$ cat src/rtl/matmul_apb_pkg.sv
// Shared constants, state encoding and step-to-register mapping for the
// matmul accelerator APB initiator.
package matmul_apb_pkg;

    localparam int REG_START_ADDR = 1;
    localparam int REG_DONE_ADDR  = 2;
    localparam int REG_FP         = 3;
    localparam int REG_ADDR_A     = 4;
    localparam int REG_ADDR_B     = 5;
    localparam int REG_ADDR_C     = 6;
    localparam int REG_STRIDE_A   = 7;
    localparam int REG_STRIDE_B   = 8;
    localparam int REG_STRIDE_C   = 9;

    localparam int STAT_START = 0;
    localparam int STAT_DONE  = 1;
    localparam int STAT_EXC   = 2;
    localparam int STAT_FP    = 3;

    typedef enum logic [2:0] {IDLE, SETUP, ACCESS, POLL_WAIT, DONE} state_t;

    // Register targeted by each step of the launch sequence.
    function automatic logic [31:0] step_addr(input logic [3:0] step);
        case (step)
            4'd0:    return 32'(REG_ADDR_A);
            4'd1:    return 32'(REG_ADDR_B);
            4'd2:    return 32'(REG_ADDR_C);
            4'd3:    return 32'(REG_STRIDE_A);
            4'd4:    return 32'(REG_STRIDE_B);
            4'd5:    return 32'(REG_STRIDE_C);
            4'd6:    return 32'(REG_FP);
            4'd8:    return 32'(REG_DONE_ADDR);
            default: return 32'(REG_START_ADDR);
        endcase
    endfunction

endpackage

$ cat src/rtl/matmul_apb_master_if.sv
// APB bus between the launch initiator (master) and the accelerator's
// register slave.
interface matmul_apb_master_if #(
    parameter int ADDR_WIDTH = 16,
    parameter int DATA_WIDTH = 5
);
    logic [ADDR_WIDTH-1:0] PADDR;
    logic                  PWRITE;
    logic                  PSEL;
    logic                  PENABLE;
    logic [DATA_WIDTH-1:0] PWDATA;
    logic [DATA_WIDTH-1:0] PRDATA;
    logic                  PREADY;

    modport master (output PADDR, PWRITE, PSEL, PENABLE, PWDATA,
                    input  PRDATA, PREADY);
    modport slave  (input  PADDR, PWRITE, PSEL, PENABLE, PWDATA,
                    output PRDATA, PREADY);
endinterface

$ cat src/rtl/apb_poll_timer.sv
// Loadable down-counter that saturates at zero; times the gap between
// status polls and, optionally, the overall poll timeout.
module apb_poll_timer #(
    parameter int WIDTH = 8
) (
    input  logic             clk,
    input  logic             rst_n,
    input  logic             load,
    input  logic [WIDTH-1:0] load_val,
    input  logic             en,
    output logic             zero
);
    logic [WIDTH-1:0] count;

    // NOTE: sequential state uses non-blocking assignment so every flop
    // samples pre-edge values regardless of block ordering.
    always_ff @(posedge clk or negedge rst_n) begin
        if (!rst_n)                   count <= '0;
        else if (load)                count <= load_val;
        else if (en && count != '0)   count <= count - 1'b1;
    end

    assign zero = (count == '0);
endmodule

$ cat src/rtl/matmul_apb_master.sv
// Launch-driven APB initiator for the matmul accelerator register slave.
// Optional poll timeout and timeout_err port: MATMUL_APB_POLL_TIMEOUT_EN.
module matmul_apb_master
    import matmul_apb_pkg::*;
#(
    parameter int ADDR_WIDTH        = 16,
    parameter int DATA_WIDTH        = 5,
    parameter int AWIDTH            = 10,
    parameter int ADDR_STRIDE_WIDTH = 8,
    parameter int POLL_GAP          = 4,
    parameter int TIMEOUT_CYCLES    = 1024
) (
    input  logic                         PCLK,
    input  logic                         PRESETn,
    input  logic                         cfg_valid,
    output logic                         cfg_ready,
    input  logic                         cfg_fp,
    input  logic [AWIDTH-1:0]            cfg_addr_a,
    input  logic [AWIDTH-1:0]            cfg_addr_b,
    input  logic [AWIDTH-1:0]            cfg_addr_c,
    input  logic [ADDR_STRIDE_WIDTH-1:0] cfg_stride_a,
    input  logic [ADDR_STRIDE_WIDTH-1:0] cfg_stride_b,
    input  logic [ADDR_STRIDE_WIDTH-1:0] cfg_stride_c,
    output logic                         busy,
    output logic                         op_done,
    output logic                         op_exception,
`ifdef MATMUL_APB_POLL_TIMEOUT_EN
    output logic                         timeout_err,
`endif
    matmul_apb_master_if.master          apb
);
    localparam int GAP_W = (POLL_GAP > 1) ? $clog2(POLL_GAP) : 1;

    state_t                       state;
    logic [3:0]                   step;
    logic [AWIDTH-1:0]            addr_a_q, addr_b_q, addr_c_q;
    logic [ADDR_STRIDE_WIDTH-1:0] stride_a_q, stride_b_q, stride_c_q;
    logic                         fp_q;

    logic stat_done, stat_exc, poll_exit, poll_abort;
    logic gap_load, gap_en, gap_zero;
    logic unused_prdata;

    assign stat_done     = apb.PRDATA[STAT_DONE];
    assign stat_exc      = apb.PRDATA[STAT_EXC];
    assign unused_prdata = ^{apb.PRDATA[STAT_START], apb.PRDATA[DATA_WIDTH-1:STAT_EXC+1]};
    assign poll_exit     = stat_done | stat_exc | poll_abort;
    assign gap_load      = (state == ACCESS) && apb.PREADY && (step == 4'd8) && !poll_exit;
    assign gap_en        = (state == POLL_WAIT);

    // Gap of N idle cycles: load N-1 and leave POLL_WAIT on the zero count.
    apb_poll_timer #(.WIDTH(GAP_W)) u_gap_timer (
        .clk      (PCLK),
        .rst_n    (PRESETn),
        .load     (gap_load),
        .load_val (GAP_W'((POLL_GAP > 0) ? POLL_GAP - 1 : 0)),
        .en       (gap_en),
        .zero     (gap_zero)
    );

`ifdef MATMUL_APB_POLL_TIMEOUT_EN
    localparam int TO_W = $clog2(TIMEOUT_CYCLES + 1);
    logic to_zero, to_flag;

    apb_poll_timer #(.WIDTH(TO_W)) u_timeout_timer (
        .clk      (PCLK),
        .rst_n    (PRESETn),
        .load     ((state == ACCESS) && apb.PREADY && (step == 4'd7)),
        .load_val (TO_W'(TIMEOUT_CYCLES)),
        .en       (step == 4'd8),
        .zero     (to_zero)
    );
    assign poll_abort = to_zero && (step == 4'd8);
`else
    assign poll_abort = 1'b0;
`endif

    // Write payload for a step, low DATA_WIDTH bits of the zero-extended value.
    function automatic logic [DATA_WIDTH-1:0] step_wdata(
        input logic [3:0] s,
        input logic [AWIDTH-1:0] a, b, c,
        input logic [ADDR_STRIDE_WIDTH-1:0] sa, sb, sc,
        input logic fp);
        logic [63:0] v;
        v = '0;
        case (s)
            4'd0:    v[AWIDTH-1:0] = a;
            4'd1:    v[AWIDTH-1:0] = b;
            4'd2:    v[AWIDTH-1:0] = c;
            4'd3:    v[ADDR_STRIDE_WIDTH-1:0] = sa;
            4'd4:    v[ADDR_STRIDE_WIDTH-1:0] = sb;
            4'd5:    v[ADDR_STRIDE_WIDTH-1:0] = sc;
            4'd6:    v[0] = fp;
            4'd7:    v[0] = 1'b1;
            default: v = '0;
        endcase
        return v[DATA_WIDTH-1:0];
    endfunction

    task automatic issue(input logic [3:0] ns);
        step        <= ns;
        state       <= SETUP;
        apb.PSEL    <= 1'b1;
        apb.PENABLE <= 1'b0;
        apb.PWRITE  <= (ns != 4'd8);
        apb.PADDR   <= ADDR_WIDTH'(step_addr(ns));
        apb.PWDATA  <= step_wdata(ns, addr_a_q, addr_b_q, addr_c_q,
                                  stride_a_q, stride_b_q, stride_c_q, fp_q);
    endtask

    always_ff @(posedge PCLK or negedge PRESETn) begin
        if (!PRESETn) begin
            state        <= IDLE;
            step         <= '0;
            cfg_ready    <= 1'b1;
            busy         <= 1'b0;
            op_done      <= 1'b0;
            op_exception <= 1'b0;
            apb.PSEL     <= 1'b0;
            apb.PENABLE  <= 1'b0;
            apb.PWRITE   <= 1'b0;
            apb.PADDR    <= '0;
            apb.PWDATA   <= '0;
            addr_a_q     <= '0;
            addr_b_q     <= '0;
            addr_c_q     <= '0;
            stride_a_q   <= '0;
            stride_b_q   <= '0;
            stride_c_q   <= '0;
            fp_q         <= 1'b0;
`ifdef MATMUL_APB_POLL_TIMEOUT_EN
            to_flag      <= 1'b0;
            timeout_err  <= 1'b0;
`endif
        end else begin
            op_done <= 1'b0;
            unique case (state)
                IDLE: if (cfg_valid && cfg_ready) begin
                    addr_a_q     <= cfg_addr_a;
                    addr_b_q     <= cfg_addr_b;
                    addr_c_q     <= cfg_addr_c;
                    stride_a_q   <= cfg_stride_a;
                    stride_b_q   <= cfg_stride_b;
                    stride_c_q   <= cfg_stride_c;
                    fp_q         <= cfg_fp;
                    busy         <= 1'b1;
                    cfg_ready    <= 1'b0;
                    op_exception <= 1'b0;
                    step         <= 4'd0;
                    state        <= SETUP;
                    apb.PSEL     <= 1'b1;
                    apb.PENABLE  <= 1'b0;
                    apb.PWRITE   <= 1'b1;
                    apb.PADDR    <= ADDR_WIDTH'(step_addr(4'd0));
                    apb.PWDATA   <= step_wdata(4'd0, cfg_addr_a, cfg_addr_b, cfg_addr_c,
                                               cfg_stride_a, cfg_stride_b, cfg_stride_c, cfg_fp);
`ifdef MATMUL_APB_POLL_TIMEOUT_EN
                    to_flag      <= 1'b0;
                    timeout_err  <= 1'b0;
`endif
                end
                SETUP: begin
                    apb.PENABLE <= 1'b1;
                    state       <= ACCESS;
                end
                ACCESS: if (apb.PREADY) begin
                    if (step == 4'd9) begin
                        state       <= DONE;
                        apb.PSEL    <= 1'b0;
                        apb.PENABLE <= 1'b0;
                        op_done     <= 1'b1;
`ifdef MATMUL_APB_POLL_TIMEOUT_EN
                        timeout_err <= to_flag;
`endif
                    end else if (step == 4'd8) begin
                        if (poll_exit) begin
                            op_exception <= stat_exc;
`ifdef MATMUL_APB_POLL_TIMEOUT_EN
                            to_flag      <= poll_abort && !(stat_done || stat_exc);
`endif
                            issue(4'd9);
                        end else if (POLL_GAP > 0) begin
                            state       <= POLL_WAIT;
                            apb.PSEL    <= 1'b0;
                            apb.PENABLE <= 1'b0;
                        end else begin
                            issue(4'd8);
                        end
                    end else begin
                        issue(4'(step + 4'd1));
                    end
                end
                POLL_WAIT: if (gap_zero) begin
`ifdef MATMUL_APB_POLL_TIMEOUT_EN
                    if (poll_abort) to_flag <= 1'b1;
`endif
                    issue(poll_abort ? 4'd9 : 4'd8);
                end
                DONE: begin
                    state     <= IDLE;
                    busy      <= 1'b0;
                    cfg_ready <= 1'b1;
                end
                default: state <= IDLE;
            endcase
        end
    end
endmodule

$ cat src/flat_wrapper.sv
// flat-port wrapper written by rule: the top's interface ports become plain ports
module matmul_apb_master_flat import matmul_apb_pkg::*;
#(
    parameter int ADDR_WIDTH        = 16,
    parameter int DATA_WIDTH        = 5,
    parameter int AWIDTH            = 10,
    parameter int ADDR_STRIDE_WIDTH = 8,
    parameter int POLL_GAP          = 4,
    parameter int TIMEOUT_CYCLES    = 1024
)
  (PCLK, PRESETn, cfg_valid, cfg_ready, cfg_fp, cfg_addr_a, cfg_addr_b, cfg_addr_c, cfg_stride_a, cfg_stride_b, cfg_stride_c, busy, op_done, op_exception, apb_PADDR, apb_PWRITE, apb_PSEL, apb_PENABLE, apb_PWDATA, apb_PRDATA, apb_PREADY);
  matmul_apb_master_if #(.ADDR_WIDTH(ADDR_WIDTH), .DATA_WIDTH(DATA_WIDTH)) apb_i ();
  input  logic PCLK;
  input  logic PRESETn;
  input  logic cfg_valid;
  output logic cfg_ready;
  input  logic cfg_fp;
  input  logic [AWIDTH-1:0] cfg_addr_a;
  input  logic [AWIDTH-1:0] cfg_addr_b;
  input  logic [AWIDTH-1:0] cfg_addr_c;
  input  logic [ADDR_STRIDE_WIDTH-1:0] cfg_stride_a;
  input  logic [ADDR_STRIDE_WIDTH-1:0] cfg_stride_b;
  input  logic [ADDR_STRIDE_WIDTH-1:0] cfg_stride_c;
  output logic busy;
  output logic op_done;
  output logic op_exception;
  output wire logic [$bits(apb_i.PADDR)-1:0] apb_PADDR;
  output wire logic [$bits(apb_i.PWRITE)-1:0] apb_PWRITE;
  output wire logic [$bits(apb_i.PSEL)-1:0] apb_PSEL;
  output wire logic [$bits(apb_i.PENABLE)-1:0] apb_PENABLE;
  output wire logic [$bits(apb_i.PWDATA)-1:0] apb_PWDATA;
  input wire logic [$bits(apb_i.PRDATA)-1:0] apb_PRDATA;
  input wire logic [$bits(apb_i.PREADY)-1:0] apb_PREADY;
  assign apb_PADDR = apb_i.PADDR;
  assign apb_PWRITE = apb_i.PWRITE;
  assign apb_PSEL = apb_i.PSEL;
  assign apb_PENABLE = apb_i.PENABLE;
  assign apb_PWDATA = apb_i.PWDATA;
  assign apb_i.PRDATA = apb_PRDATA;
  assign apb_i.PREADY = apb_PREADY;
  matmul_apb_master #(.ADDR_WIDTH(ADDR_WIDTH), .DATA_WIDTH(DATA_WIDTH), .AWIDTH(AWIDTH), .ADDR_STRIDE_WIDTH(ADDR_STRIDE_WIDTH), .POLL_GAP(POLL_GAP), .TIMEOUT_CYCLES(TIMEOUT_CYCLES)) u_core (.PCLK(PCLK), .PRESETn(PRESETn), .cfg_valid(cfg_valid), .cfg_ready(cfg_ready), .cfg_fp(cfg_fp), .cfg_addr_a(cfg_addr_a), .cfg_addr_b(cfg_addr_b), .cfg_addr_c(cfg_addr_c), .cfg_stride_a(cfg_stride_a), .cfg_stride_b(cfg_stride_b), .cfg_stride_c(cfg_stride_c), .busy(busy), .op_done(op_done), .op_exception(op_exception), .apb(apb_i));
endmodule
$ cat config.mk
export PLATFORM = sky130hd
export DESIGN_NAME = matmul_apb_master_flat
export DESIGN_NICKNAME = d
export VERILOG_FILES = /design/src/rtl/matmul_apb_pkg.sv /design/src/rtl/matmul_apb_master_if.sv /design/src/rtl/apb_poll_timer.sv /design/src/rtl/matmul_apb_master.sv /design/src/flat_wrapper.sv
export SDC_FILE = /design/constraint.sdc
export NUM_CORES = 1
export LEC_CHECK = 0
export CORE_MARGIN = 2
export CORE_UTILIZATION = 35
export DETAILED_ROUTE_END_ITERATION = 12
export HOLD_SLACK_MARGIN = 0.1
export SETUP_SLACK_MARGIN = 0.2
export SKIP_CTS_REPAIR_TIMING = 1
export SYNTH_ARGS = -nofsm -noshare
export SYNTH_HDL_FRONTEND = slang
export SYNTH_HIERARCHICAL = 1
export SYNTH_SLANG_ARGS = --single-unit
$ cat constraint.sdc
create_clock -name PCLK -period 5.28 [get_ports PCLK]
set_clock_uncertainty 0.1 [all_clocks]
set_input_delay 1.056 -clock PCLK [delete_from_list [all_inputs] [get_ports PCLK]]
set_output_delay 1.056 -clock PCLK [all_outputs]
set_load 0.02 [all_outputs]
== After elaboration in Yosys (flattened, before gate mapping) ==
Memory sizes are Yosys's and may differ from the RTL's.
Index checks and enable logic that the tools add are counted.
Storage, ports and cells
  flip-flop bits (word level): 68
  memory bits (read-only): 128
  word-level logic and storage cells: 125
  memories kept: 2
Operators by class
  $add $sub $neg: 2
  equal/unequal tests: 21
  multiplexer cells: 58
  bitwise operators: 1
  reductions and logical operators: 22
Memory list
  (name not given): depth 16, width 4, read ports 1, clocked after memory_dff 0, write ports 0, line matmul_apb_pkg.sv:24  | case (step)
  (name not given): depth 16, width 4, read ports 1, clocked after memory_dff 0, write ports 0, line matmul_apb_pkg.sv:24
Operators with widths (count)
  2-to-1 mux 16 bit: 6
  one-hot mux 16 bit (3 select lines): 1
  2-to-1 mux 5 bit: 6
  2-to-1 mux 4 bit: 6
  one-hot mux 4 bit (6 select lines): 1
  2-to-1 mux 1 bit: 20
  == test 4 x 3 -> 1 bit (second input constant): 4
  one-hot mux 5 bit (3 select lines): 1
  2-to-1 mux 3 bit: 4
  one-hot mux 3 bit (4 select lines): 1
  one-hot mux 4 bit (3 select lines): 1
  AND reduction 6 bit: 2
  == test 4 x 2 -> 1 bit (second input constant): 2
  == test 4 bit (second input constant): 2
  2-to-1 mux 2 bit: 4
  one-hot mux 1 bit (8 select lines): 1
  AND reduction 4 bit: 2
  nonzero test 2 bit: 4
  == test 3 x 2 -> 1 bit (second input constant): 2
  inequality test 2 x 1 -> 1 bit (second input constant): 3
  inequality test 2 bit (second input constant): 3
  one-hot mux 1 bit (2 select lines): 3
  one-hot mux 1 bit (3 select lines): 2
  logical AND 1 bit: 5
  17 further kinds: 18

== Longest topological paths before layout ==
  depth after elaboration: 7
  gate-level depth with buffers: 8
  gate-level depth less buffers: 7

== By module ==
The synthesis kept the hierarchy.
Modules (own cells, without submodules)
  matmul_apb_master: instances 1, cells each 271, area each 2850.2 µm²
  apb_poll_timer: instances 1, cells each 13, area each 132.6 µm²

== Worst setup path after synthesis ==
OpenSTA, ideal clock, no wires.
  kind: input -> register
  start point: input cfg_valid
  end point: register u_core.apb.PADDR[0]
  arrival: 2.203 ns
  required time: 5.045 ns
  setup slack: 2.843 ns
  cell stages on the path: 7
  cell sequence: nand3b_1 > a31o_1 > a311o_1 > buf_4 > buf_2 > nand2_1 > o21ai_0
Between the ends
  longest elaborated chain between the ends: 3
RTL lines
  start: declaration: line flat_wrapper.sv:15  | input logic cfg_valid;
  logical AND 1 bit: line matmul_apb_master.sv:138  | IDLE: if (cfg_valid && cfg_ready) begin
  inequality test 2 x 1 -> 1 bit (no line)
  AND reduction 6 bit (no line)
  end signal: assignment: line matmul_apb_master.sv:154  | apb.PADDR <= ADDR_WIDTH'(step_addr(4'd0));
  end: declaration: line matmul_apb_master_if.sv:15  | modport master (output PADDR, PWRITE, PSEL, PENABLE, PWDATA,
No other way between the ends.
A chain may end at the register's enable or synchronous reset.

== Worst setup path after layout ==
  start point: input cfg_valid
  end point: register u_core.apb.PWDATA[0]
Between the ends
  longest elaborated chain between the ends: 3
RTL lines
  logical AND 1 bit: line matmul_apb_master.sv:138
  inequality test 2 x 1 -> 1 bit (no line)
  AND reduction 6 bit (no line)
  end signal: assignment: line matmul_apb_master.sv:155  | apb.PWDATA <= step_wdata(4'd0, cfg_addr_a, cfg_addr_b, cfg_addr_c,
  end: declaration: line matmul_apb_master_if.sv:15
No other way between the ends.

==> flow_metrics.env <==
export IMPL_wl_per_cell_um=15.3
export IMPL_place_area_um2=3520
export IMPL_io_pins=92
export IMPL_fill_cells=822
export IMPL_fin_crit_sh=0.592
export IMPL_track_usage=0.152
export IMPL_async_reset_ff_frac=1.00
export IMPL_ff_latch_area_um2=1400
export IMPL_slew_headroom=0.391
export IMPL_p_comb_frac=0.464
export IMPL_cp_slowest_cell="clkdlybuf4s50_1"
export IMPL_grt_overflow=0
export IMPL_pwr_share_clk=0.151
export IMPL_grt_pass1_vias=2293
export IMPL_finalInstanceArea_um2=3650
export IMPL_synth_area_mux_share=0.124
export IMPL_drt_wl_total_mm=6.68
export IMPL_n_antenna_cell=0
export IMPL_min_delay_path_class="flop to flop"
export IMPL_yosys_area_share_adder=0.0336
export IMPL_critPathMaxFanout=22
export IMPL_syn_area_um2=2980
export IMPL_r2r_slack_ns=2.48
export IMPL_rsz0062_at_grt="false"
export IMPL_cts_buffers=5
export IMPL_synth_edf_count=0
export IMPL_synthDistinctLibCells=58
export IMPL_dr_pass1_iters=4
export IMPL_synth_top_family_by_area="compound AO/OA/AOI/OAI gates"
export IMPL_cp_cell_sequence="clkdlybuf4s50_1 -> nand3b_1 -> a31o_1 -> a311o_1 -> buf_4 -> a2111oi_0 -> a211o_1"
export IMPL_p_seq_frac=0.385
export IMPL_io_buffers=52
export IMPL_ant_nets=0
export IMPL_synth_area_per_cell_um2=10.5
export IMPL_gp_congestion=0.833
export IMPL_yosysMostFrequentCell="dfrtp_1"
export IMPL_yosysWarningCount=6
export IMPL_synth_top_area_frac=0.461
export IMPL_dpl_hpwl_mm=4.71
export IMPL_rows=33
export IMPL_start_util=0.361
export IMPL_final_nets=402
export IMPL_multi_input_area_um2=1420
export IMPL_drc=0
export IMPL_status="finished clean"
export IMPL_setup_viol=0
export IMPL_max_cap_viol_count=0
export IMPL_path_class="input port to flop"
export IMPL_clk_latency_ns=0.30
export IMPL_synthFlopType="dfrtp_1"
export IMPL_synth_xor_area_share=0.0117
export IMPL_ys_ff_latch=56
export IMPL_critical_path_top_delay_family="compound AO/OA/AOI/OAI gates"
export IMPL_cp_end_kind="flop"
export IMPL_start_kind="input port"
export IMPL_grt_max_degree=57
export IMPL_drive_gt1_frac=0.157
export IMPL_powerDensity_nw_per_um2=535
export IMPL_crit_buf_inv=2
export IMPL_p_leak_uw=0.00160
export IMPL_fp_dieW_um=96.3
export IMPL_cp_slowest_stage_delay_ns=0.48
export IMPL_cts_root_buf="clkbuf_8"
export IMPL_finalCriticalPeriod_ns=3.12
export IMPL_clkTransAtPathRegs_ns=0.10
export IMPL_p_int_uw=1190
export IMPL_clock_tree_buffer_depth=2
export IMPL_p_sw_uw=760
export IMPL_swShare=0.389
export IMPL_cts_tree="yes"
export IMPL_seq_area_frac_synth=0.470
export IMPL_cp_arrival_ns=3.27
export IMPL_clock_fmax_ghz=0.320
export IMPL_drv_slew=0
export IMPL_dp_cells=428
export IMPL_tightestPinTransition_ns=0.910
export IMPL_synthTopCellsByArea="dfrtp_1 (46%), mux2_2 (12%), nand2_1 (4.0%)"
export IMPL_cts_num_sinks=56
export IMPL_first_iter_violations=105
export IMPL_fp_dieH_um=96.3
export IMPL_synth_cells=284
export IMPL_final_cells=436
export IMPL_yosysTopAreaCell="dfrtp_1"
export IMPL_whs_path_depth=2
export IMPL_worst_r2r_cell_count=6
export IMPL_core_um2=8260
export IMPL_grt_pass1_wl_mm=11.1
export IMPL_cp_required_ns=5.43
export IMPL_dieArea_um2=9280
export IMPL_fin_tns_setup_ns=0
export IMPL_synth_compound_area_frac=0.147
export IMPL_antenna_found_initial=0
export IMPL_vias=2283
export IMPL_hold_viol=0
export IMPL_synth_commonest_cells="dfrtp_1 (55), nand2_1 (32), mux2_2 (31)"
export IMPL_htreeDepth=2
export IMPL_ir_drop_uv=198
export IMPL_via_per_inst=5.24
export IMPL_critical_path_depth=7
export IMPL_yosys_area_share_simple=0.142
export IMPL_area_delta_synth_final_pct=22.2
## sequential cells by signal, summed over array words and instances (netlist names)
signal / count
u_core/addr_a_q: 5
u_core/addr_b_q: 5
u_core/addr_c_q: 5
u_core/apb.PADDR: 4
u_core/apb.PENABLE: 1
u_core/apb.PSEL: 1
u_core/apb.PWDATA: 5
u_core/apb.PWRITE: 1
u_core/busy: 1
u_core/cfg_ready: 1
u_core/fp_q: 1
u_core/op_done: 1
u_core/op_exception: 1
u_core/state: 3
u_core/step: 4
u_core/stride_a_q: 5
u_core/stride_b_q: 5
u_core/stride_c_q: 5
u_core/u_gap_timer/count: 2
## cell usage in the layout (no fill, tap or decap), drive strengths merged, types with 3 or more instances in the layout
cell type	instances
or3	3
mux2	31
dfrtp	55
conb	14
nand3	12
o22ai	3
ha	8
o21ai	15
a21oi	9
buf	4
nand2	33
a22oi	5
inv	9
a21o	3
xor2	3
clkbuf	6
clkdlybuf4s50	51
nor2	15
or3b	3
## cells by family after synthesis
| logic type | after synthesis |
|---|---|
| XOR/XNOR | 4 |
| multiplexers | 33 |
| other | 2 |
| AND/OR/NAND/NOR | 82 |
| adder cells (fa/ha/maj) | 8 |
| flip-flops | 56 |
| buffers and inverters | 37 |
| AO/OA/AOI/OAI | 62 |
## final cells by class
cell class,count,share of cell area
clock buffer,6,0.0226
tap,105,0.0360
timing repair buffer,55,0.148
inverter,9,0.00927
clock inverter,2,0.0106
sequential,56,0.385
multi-input combinational,203,0.389
## per-stage QoR
step | setup WS [ns] | util | total power [uW] | hold WS, ns
finish | 2.16 | 0.442 | 1950 | 0.383
global placement | 1.85 | 0.427 | 1640 | 0.359
global route | 2.03 | 0.442 | 2110 | 0.428
floorplan | 2.84 | - | 1380 | 0.349
detailed placement | 1.83 | 0.427 | 1670 | 0.374
CTS | 2.17 | 0.442 | 1970 | 0.393
## power groups by stage
stage	Combinational, uW	Clock [uW]	Sequential (uW)
4_1_cts	910	306	751
2_1_floorplan	628	0	755
3_3_place_gp	886	0	755
5_1_grt	1010	323	780
6_report	906	294	752
3_5_place_dp	908	0	760
## layer usage
layer / part of all wire / GRT usage / vias to the layer above
li1: - / - / 1087
met1: 0.47 / 0.209 / 1120
met2: 0.47 / 0.252 / 72
met3: 0.054 / 0.0329 / 4
met4: 0.0060 / 0.0258 / 0
met5: 0 / 0 / -
## final timing paths
| path | from | endpoint |
|---|---|---|
| max | cfg_valid | u_core/apb.PWDATA[0] |
| min | u_core/cfg_ready | u_core/cfg_ready |
| max reg2reg | u_core/step[0] | u_core/apb.PWDATA[3] |
| min reg2reg | u_core/cfg_ready | u_core/cfg_ready |
| max in group asynchronous | PRESETn | u_core/step[0] |
| min in group asynchronous | PRESETn | u_core/op_done |
## worst min-delay path, delay by kind of cell, from the launching register on
family	cells	cell delay, ns
flip-flops	1	0.39
AND/OR/NAND/NOR	2	0.10
Power figures use the tool's default switching activity.
